<file path="src/rtl/chart_sequencer_pkg.sv">
// Shared types and song table for the chart playback sequencer.
package chart_sequencer_pkg;

    typedef enum logic [2:0] {
        ST_IDLE,
        ST_LOAD,
        ST_PLAY,
        ST_PAUSE,
        ST_DONE
    } state_e;

    // Chart lengths in rows; each fits the 11-bit chart ROM address space.
    localparam int SONG_LEN [4] = '{1536, 1280, 1792, 2047};

    // Fall ticks needed for the last spawned row to reach the judge line.
    localparam int DRAIN_TICKS = 445;

endpackage

</file>
<file path="src/rtl/chart_sequencer_tick_divider.sv">
// Free-running clk divider that flags the cycle on which a fall tick is due.
module chart_sequencer_tick_divider #(
    parameter int FALL_DIV = 100000
) (
    input  logic clk,
    input  logic rst,
    input  logic clr_i,
    input  logic en_i,
    output logic wrap_o
);
    localparam int CW = $clog2(FALL_DIV + 1);
    localparam logic [CW-1:0] LAST = CW'(FALL_DIV - 1);

    logic [CW-1:0] cnt_q, cnt_d;

    always_comb begin
        wrap_o = en_i && (cnt_q == LAST);
        cnt_d  = cnt_q;
        if (clr_i || wrap_o) begin
            cnt_d = '0;
        end else if (en_i) begin
            cnt_d = cnt_q + 1'b1;
        end
    end

    always_ff @(posedge clk) begin
        if (rst) begin
            cnt_q <= '0;
        end else begin
            cnt_q <= cnt_d;
        end
    end

endmodule

</file>
<file path="src/rtl/chart_sequencer.sv">
// Chart playback sequencer: song select, chart ROM walk, fall tick and
// row spawn strobes, plus play/pause/end-of-song control.
module chart_sequencer
    import chart_sequencer_pkg::*;
#(
    parameter int FALL_DIV      = 100000,
    parameter int TICKS_PER_ROW = 125,
    parameter int ADDR_W        = 11,
    parameter int ROM_LAT       = 1,
    parameter int SONG_LEN_0    = SONG_LEN[0],
    parameter int SONG_LEN_1    = SONG_LEN[1],
    parameter int SONG_LEN_2    = SONG_LEN[2],
    parameter int SONG_LEN_3    = SONG_LEN[3],
    parameter int DRAIN_TICKS_P = DRAIN_TICKS
) (
    input  logic              clk,
    input  logic              rst,
    input  logic              start,
    input  logic              pause,
    input  logic [1:0]        sw,
    input  logic [3:0]        rom_data0,
    input  logic [3:0]        rom_data1,
    input  logic [3:0]        rom_data2,
    input  logic [3:0]        rom_data3,
    output logic [ADDR_W-1:0] rom_addr,
    output logic              fall_tick,
    output logic              spawn,
    output logic [3:0]        spawn_notes,
    output logic [1:0]        song_id,
    output logic              playing,
    output logic              done
);
    localparam int RW = $clog2(TICKS_PER_ROW + 1);
    localparam int DW = $clog2(DRAIN_TICKS_P + 2);
    localparam int LW = $clog2(ROM_LAT + 2);

    state_e            state_q, state_d;
    logic [ADDR_W-1:0] rom_addr_q, rom_addr_d;
    logic [1:0]        song_id_q, song_id_d;
    logic [3:0]        sel_row_q, sel_row_d;
    logic [3:0]        notes_q, notes_d;
    logic              tick_q, tick_d;
    logic              spawn_q, spawn_d;
    logic [LW-1:0]     load_q, load_d;
    logic [RW-1:0]     row_q, row_d;
    logic [DW-1:0]     drain_q, drain_d;
    logic              draining_q, draining_d;

    logic adv, wrap, row_wrap, last_row, drain_end, go_done;

    function automatic logic [ADDR_W-1:0] last_addr(input logic [1:0] id);
        case (id)
            2'd0:    last_addr = ADDR_W'(SONG_LEN_0 - 1);
            2'd1:    last_addr = ADDR_W'(SONG_LEN_1 - 1);
            2'd2:    last_addr = ADDR_W'(SONG_LEN_2 - 1);
            default: last_addr = ADDR_W'(SONG_LEN_3 - 1);
        endcase
    endfunction

    // A start or pause strobe freezes this cycle's count so resume is exact.
    assign adv = (state_q == ST_PLAY) && !start && !pause;

    chart_sequencer_tick_divider #(
        .FALL_DIV (FALL_DIV)
    ) u_div (
        .clk    (clk),
        .rst    (rst),
        .clr_i  (start),
        .en_i   (adv),
        .wrap_o (wrap)
    );

    assign row_wrap  = wrap && !draining_q && (row_q == RW'(TICKS_PER_ROW - 1));
    assign last_row  = (rom_addr_q == last_addr(song_id_q)) || (&rom_addr_q);
    assign drain_end = wrap && draining_q && (drain_q == DW'(DRAIN_TICKS_P - 1));
    assign go_done   = drain_end || (row_wrap && last_row && (DRAIN_TICKS_P == 0));

    always_ff @(posedge clk) begin
        if (rst) begin
            state_q <= ST_IDLE;
        end else begin
            state_q <= state_d;
        end
    end

    always_comb begin
        state_d = state_q;
        if (start) begin
            state_d = ST_LOAD;
        end else begin
            case (state_q)
                ST_LOAD:  if (load_q == LW'(ROM_LAT)) state_d = ST_PLAY;
                ST_PLAY:  if (pause) state_d = ST_PAUSE;
                          else if (go_done) state_d = ST_DONE;
                ST_PAUSE: if (pause) state_d = ST_PLAY;
                default:  ;
            endcase
        end
    end

    always_comb begin
        playing = state_q inside {ST_LOAD, ST_PLAY, ST_PAUSE};
        done    = (state_q == ST_DONE);
    end

    always_comb begin
        case (song_id_q)
            2'd0:    sel_row_d = rom_data0;
            2'd1:    sel_row_d = rom_data1;
            2'd2:    sel_row_d = rom_data2;
            default: sel_row_d = rom_data3;
        endcase
        tick_d     = wrap;
        spawn_d    = row_wrap;
        rom_addr_d = rom_addr_q;
        song_id_d  = song_id_q;
        notes_d    = notes_q;
        load_d     = load_q;
        row_d      = row_q;
        drain_d    = drain_q;
        draining_d = draining_q;
        if (start) begin
            song_id_d  = sw;
            rom_addr_d = '0;
            load_d     = '0;
            row_d      = '0;
            drain_d    = '0;
            draining_d = 1'b0;
        end else begin
            if (state_q == ST_LOAD) begin
                load_d = load_q + 1'b1;
            end
            // The final row holds the address so the chart never wraps to row 0.
            if (row_wrap) begin
                row_d   = '0;
                notes_d = sel_row_q;
                if (last_row) begin
                    draining_d = 1'b1;
                end else begin
                    rom_addr_d = rom_addr_q + 1'b1;
                end
            end else if (wrap && draining_q) begin
                drain_d = drain_q + 1'b1;
            end else if (wrap) begin
                row_d = row_q + 1'b1;
            end
        end
    end

    always_ff @(posedge clk) begin
        if (rst) begin
            rom_addr_q <= '0;
            song_id_q  <= '0;
            sel_row_q  <= '0;
            notes_q    <= '0;
            tick_q     <= 1'b0;
            spawn_q    <= 1'b0;
            load_q     <= '0;
            row_q      <= '0;
            drain_q    <= '0;
            draining_q <= 1'b0;
        end else begin
            rom_addr_q <= rom_addr_d;
            song_id_q  <= song_id_d;
            sel_row_q  <= sel_row_d;
            notes_q    <= notes_d;
            tick_q     <= tick_d;
            spawn_q    <= spawn_d;
            load_q     <= load_d;
            row_q      <= row_d;
            drain_q    <= drain_d;
            draining_q <= draining_d;
        end
    end

    assign rom_addr    = rom_addr_q;
    assign fall_tick   = tick_q;
    assign spawn       = spawn_q;
    assign spawn_notes = notes_q;
    assign song_id     = song_id_q;

endmodule
</file>
<file path="config.mk">
export PLATFORM = sky130hd
export DESIGN_NAME = chart_sequencer
export DESIGN_NICKNAME = d
export VERILOG_FILES = /design/src/rtl/chart_sequencer_pkg.sv /design/src/rtl/chart_sequencer_tick_divider.sv /design/src/rtl/chart_sequencer.sv
export SDC_FILE = /design/constraint.sdc
export NUM_CORES = 1
export LEC_CHECK = 0
export ABC_CLOCK_PERIOD_IN_PS = 4100
export CAP_MARGIN = 20
export CORE_UTILIZATION = 54
export CTS_CLUSTER_SIZE = 14
export DETAILED_ROUTE_END_ITERATION = 8
export GPL_TIMING_DRIVEN = 1
export PLACE_DENSITY = 0.81
export SYNTH_ARGS = -nofsm -noshare
export SYNTH_HDL_FRONTEND = slang
export SYNTH_HIERARCHICAL = 1
export SYNTH_SLANG_ARGS = --single-unit
export TNS_END_PERCENT = 100
</file>
<file path="constraint.sdc">
create_clock -name clk -period 4.1 [get_ports clk]
set_input_delay 0.82 -clock clk [delete_from_list [all_inputs] [get_ports clk]]
set_output_delay 0.82 -clock clk [all_outputs]
set_load 0.005 [all_outputs]
</file>
==> reports/metrics.csv <==
stage,metric,value,unit
place,place_area,3430,µm²
timing,rsz0062_at_grt,false,
global_routing,grt_pass1_wl,10900,µm
finish,ff_latch_area,1240,µm²
critical_path,startpoint_type,primary input,
critical_path,crit_type,in2reg,
routing,first_iter_violations,162,
cts,clock-sinks,62,
outcome,status,finished clean,
run,max_cap_viol_count,0,
finish,mostFrequentLayoutCell,dfxtp_1,
power,power,1.28,mW
routing,vias,2536,
critical_path,max_stage_delay,510,ps
logic_synthesis,synth_enable_flop_cells,0,
finish,drive_above_1_share,0.0961,
routing,drc,0,
cts,clk_path_buf_depth,2,
cts,cts.clk_slew.worst_paths,70,ps
critical_path,cp_max_fo,12,
logic_synthesis,synth_cell_types,49,
finish,fill_cells,417,
timing,max_freq,0.271,GHz
logic_synthesis,netlist_area,2970,µm²
power,leakage,1.25,nW
logic_synthesis,yosys.area.top_type,dfxtp_1,
finish,nNetsFinal,413,
critical_path,cp_slowest_cell,or4_1,
critical_path,end_kind,register,
critical_path,worst_ep_required_time,4380,ps
finish,area_growth,23.1,%
routing,drt_wl_total,6180,µm
timing,hold_viol,0,
floorplanning,dieArea,5800,µm²
routing,avgViaCountPerCell,5.57,
logic_synthesis,synth_fp_nets,368,
timing,worst_slew_pin_slew,553,ps
floorplanning,io-pin-count,43,
routing,antenna_left,0,
global_routing,grt_antenna_before_repair,0,
logic_synthesis,ys_seq_area_frac,0.418,
global_routing,grt_max_degree,25,
routing,dr.pass1.iters,4,
floorplanning,die_h,76.2,µm
power,ir_drop,0.000278,V
global_routing,grt_pass1_vias,2404,
place,dp_hpwl,4400,µm
place,dp_cells,439,
timing,finalCritPeriodShare,0.901,
timing,finalSetupViolCount,0,
cts,cts_inserted_buffers,9,
cts,cts-root-buf,clkbuf_8,
finish,final_area,3660,µm²
finish,diodes,0,
finish,layout_common_cells,"62 x dfxtp_1, 55 x nor2_1, 42 x clkdlybuf4s50_1",
finish,multi_input_area,1620,µm²
logic_synthesis,ys_dominant_reg_cell,dfxtp_1,
timing,finalMaxSlewViolations,0,
floorplanning,core,5200,µm²
global_routing,grt_overflow,0,
place,portBuffers,42,
floorplanning,die_w,76.2,µm
place,place_ws,-93.0,ps
timing,slew_headroom,0.630,
cts,clock_latency,350,ps
timing,fin_crit,3690,ps
cts,htreeDepth,3,
logic_synthesis,avgSynthCellArea,8.86,µm²
timing,skew,8.64,ps
logic_synthesis,synth_top_cell_area_share,0.418,
logic_synthesis,synthTopCellsByArea,"dfxtp_1 42%, nor2_1 7.0%, xor2_1 5.6%",
power,power_density,350,nW/µm²
critical_path,cp_cell_sequence,clkdlybuf4s50_1 -> or3b_2 -> nor3_2 -> nand4_4 -> nor4_1 -> nor2b_1 -> nand4_1 -> a211o_1 -> or4_1 -> a21oi_1,
logic_synthesis,synth_seq_cells,62,
floorplanning,row_count,26,
critical_path,arrival,3980,ps
floorplanning,start_util,0.570,
global_routing,gr-usage-all-layers,0.234,
routing,wl_per_cell,13.6,µm
cts,cts_hold_buf,0,
logic_synthesis,postSynthCellCount,335,
logic_synthesis,synthArstFlopShare,0,
hold_path,min_path_type,reg2reg,
timing,fin_ws,406,ps
finish,stdcell_count,455,
logic_synthesis,ys_warn_count,6,
place,place_congestion,0.831,
cts,cts_tree,done,
## flip-flops by register name, indices dropped and copies added, names as in the netlist, 2 cells and up
register	cells
row_q	7
spawn_notes	4
sel_row_q	4
load_q	2
rom_addr	11
state_q	3
u_div/cnt_q	17
drain_q	9
song_id	2
## worst max-delay path, delay by kind of cell
kind / cells / cell delay [ps]
buffers and inverters: 1 / 450
AOI/OAI and AO/OA: 2 / 570
and+or+nand+nor: 7 / 2130
## through the flow
stage          hold slack (ps)  TNS [ps]  utilization
6_report                   451         0        0.702
5_1_grt                    462         0        0.702
4_1_cts                    453         0        0.701
3_5_place_dp               443     -93.0        0.659
3_3_place_gp               425         0        0.659
2_1_floorplan              411         0            -
## cell families (layout without fill, tap and decap cells)
logic type / after synthesis / in the layout / share of synthesized area
flip-flops: 62 / 62 / 0.418
multiplexers: 5 / 5 / 0.0173
XOR/XNOR: 31 / 31 / 0.0914
buffers and inverters: 21 / 71 / 0.0392
AND/OR/NAND/NOR: 150 / 150 / 0.267
AO/OA/AOI/OAI: 55 / 55 / 0.121
adder cells (fa/ha/maj): 11 / 11 / 0.0464
## report_power, final
part	internal, mW	total (mW)	switching, mW
clock network	0.344	0.601	0.257
logic	0.0362	0.0676	0.0314
registers	0.608	0.613	0.00434
total	0.988	1.28	0.293
## cells in the mapped netlist, drive strengths merged, types with 2 or more instances
cell type and count:
a222oi 4, nor4 8, ha 11, clkbuf 7, or3 8, dfxtp 62, xnor2 12, nand4b 3
buf 6, mux2i 4, xor2 19, inv 8, o21ai 14, and3 6, or4 3, nand2 24
and2 3, nand4 16, o31ai 2, nor2b 2, a21oi 24, nor3 2, a211oi 4, nand3 12
o21a 2, and4 3, nor2 55
## layout make-up
| cell class | instances | share of cell area |
|---|---|---|
| multi-input combinational | 252 | 0.442 |
| sequential | 62 | 0.339 |
| timing repair buffer | 47 | 0.125 |
| clock buffer | 9 | 0.0339 |
| clock inverter | 7 | 0.0270 |
| tap | 70 | 0.0240 |
| inverter | 8 | 0.00821 |
## worst paths after layout
path	from	end	slack, ps	depth (start not counted)
setup / recovery	pause	rom_addr[6]$_SDFFE_PP0P_	410	10
hold / removal	sel_row_q[3]$_SDFF_PP0_	spawn_notes[3]$_SDFFE_PP0P_	450	2
setup reg to reg	state_q[1]$_SDFFE_PP0P_	rom_addr[6]$_SDFFE_PP0P_	910	9
hold reg to reg	sel_row_q[3]$_SDFF_PP0_	spawn_notes[3]$_SDFFE_PP0P_	450	2
## routing by layer
metal | vias to the layer above | GRT usage | wire length [µm] | share of wire
met5 | - | 0 | 0 | 0
li1 | 1282 | - | - | -
met3 | 12 | 0.0527 | 272 | 0.044
met2 | 62 | 0.378 | 2920 | 0.47
met1 | 1180 | 0.295 | 2890 | 0.47
met4 | 0 | 0.115 | 102 | 0.017
## timing repair
action                                 4_1_cts  5_1_grt
buffers inserted                             0        0
endpoints found under the hold margin        0        0
resized for setup                            0        1
setup endpoints to repair                    0        1
(Power assumes the default switching activity.)
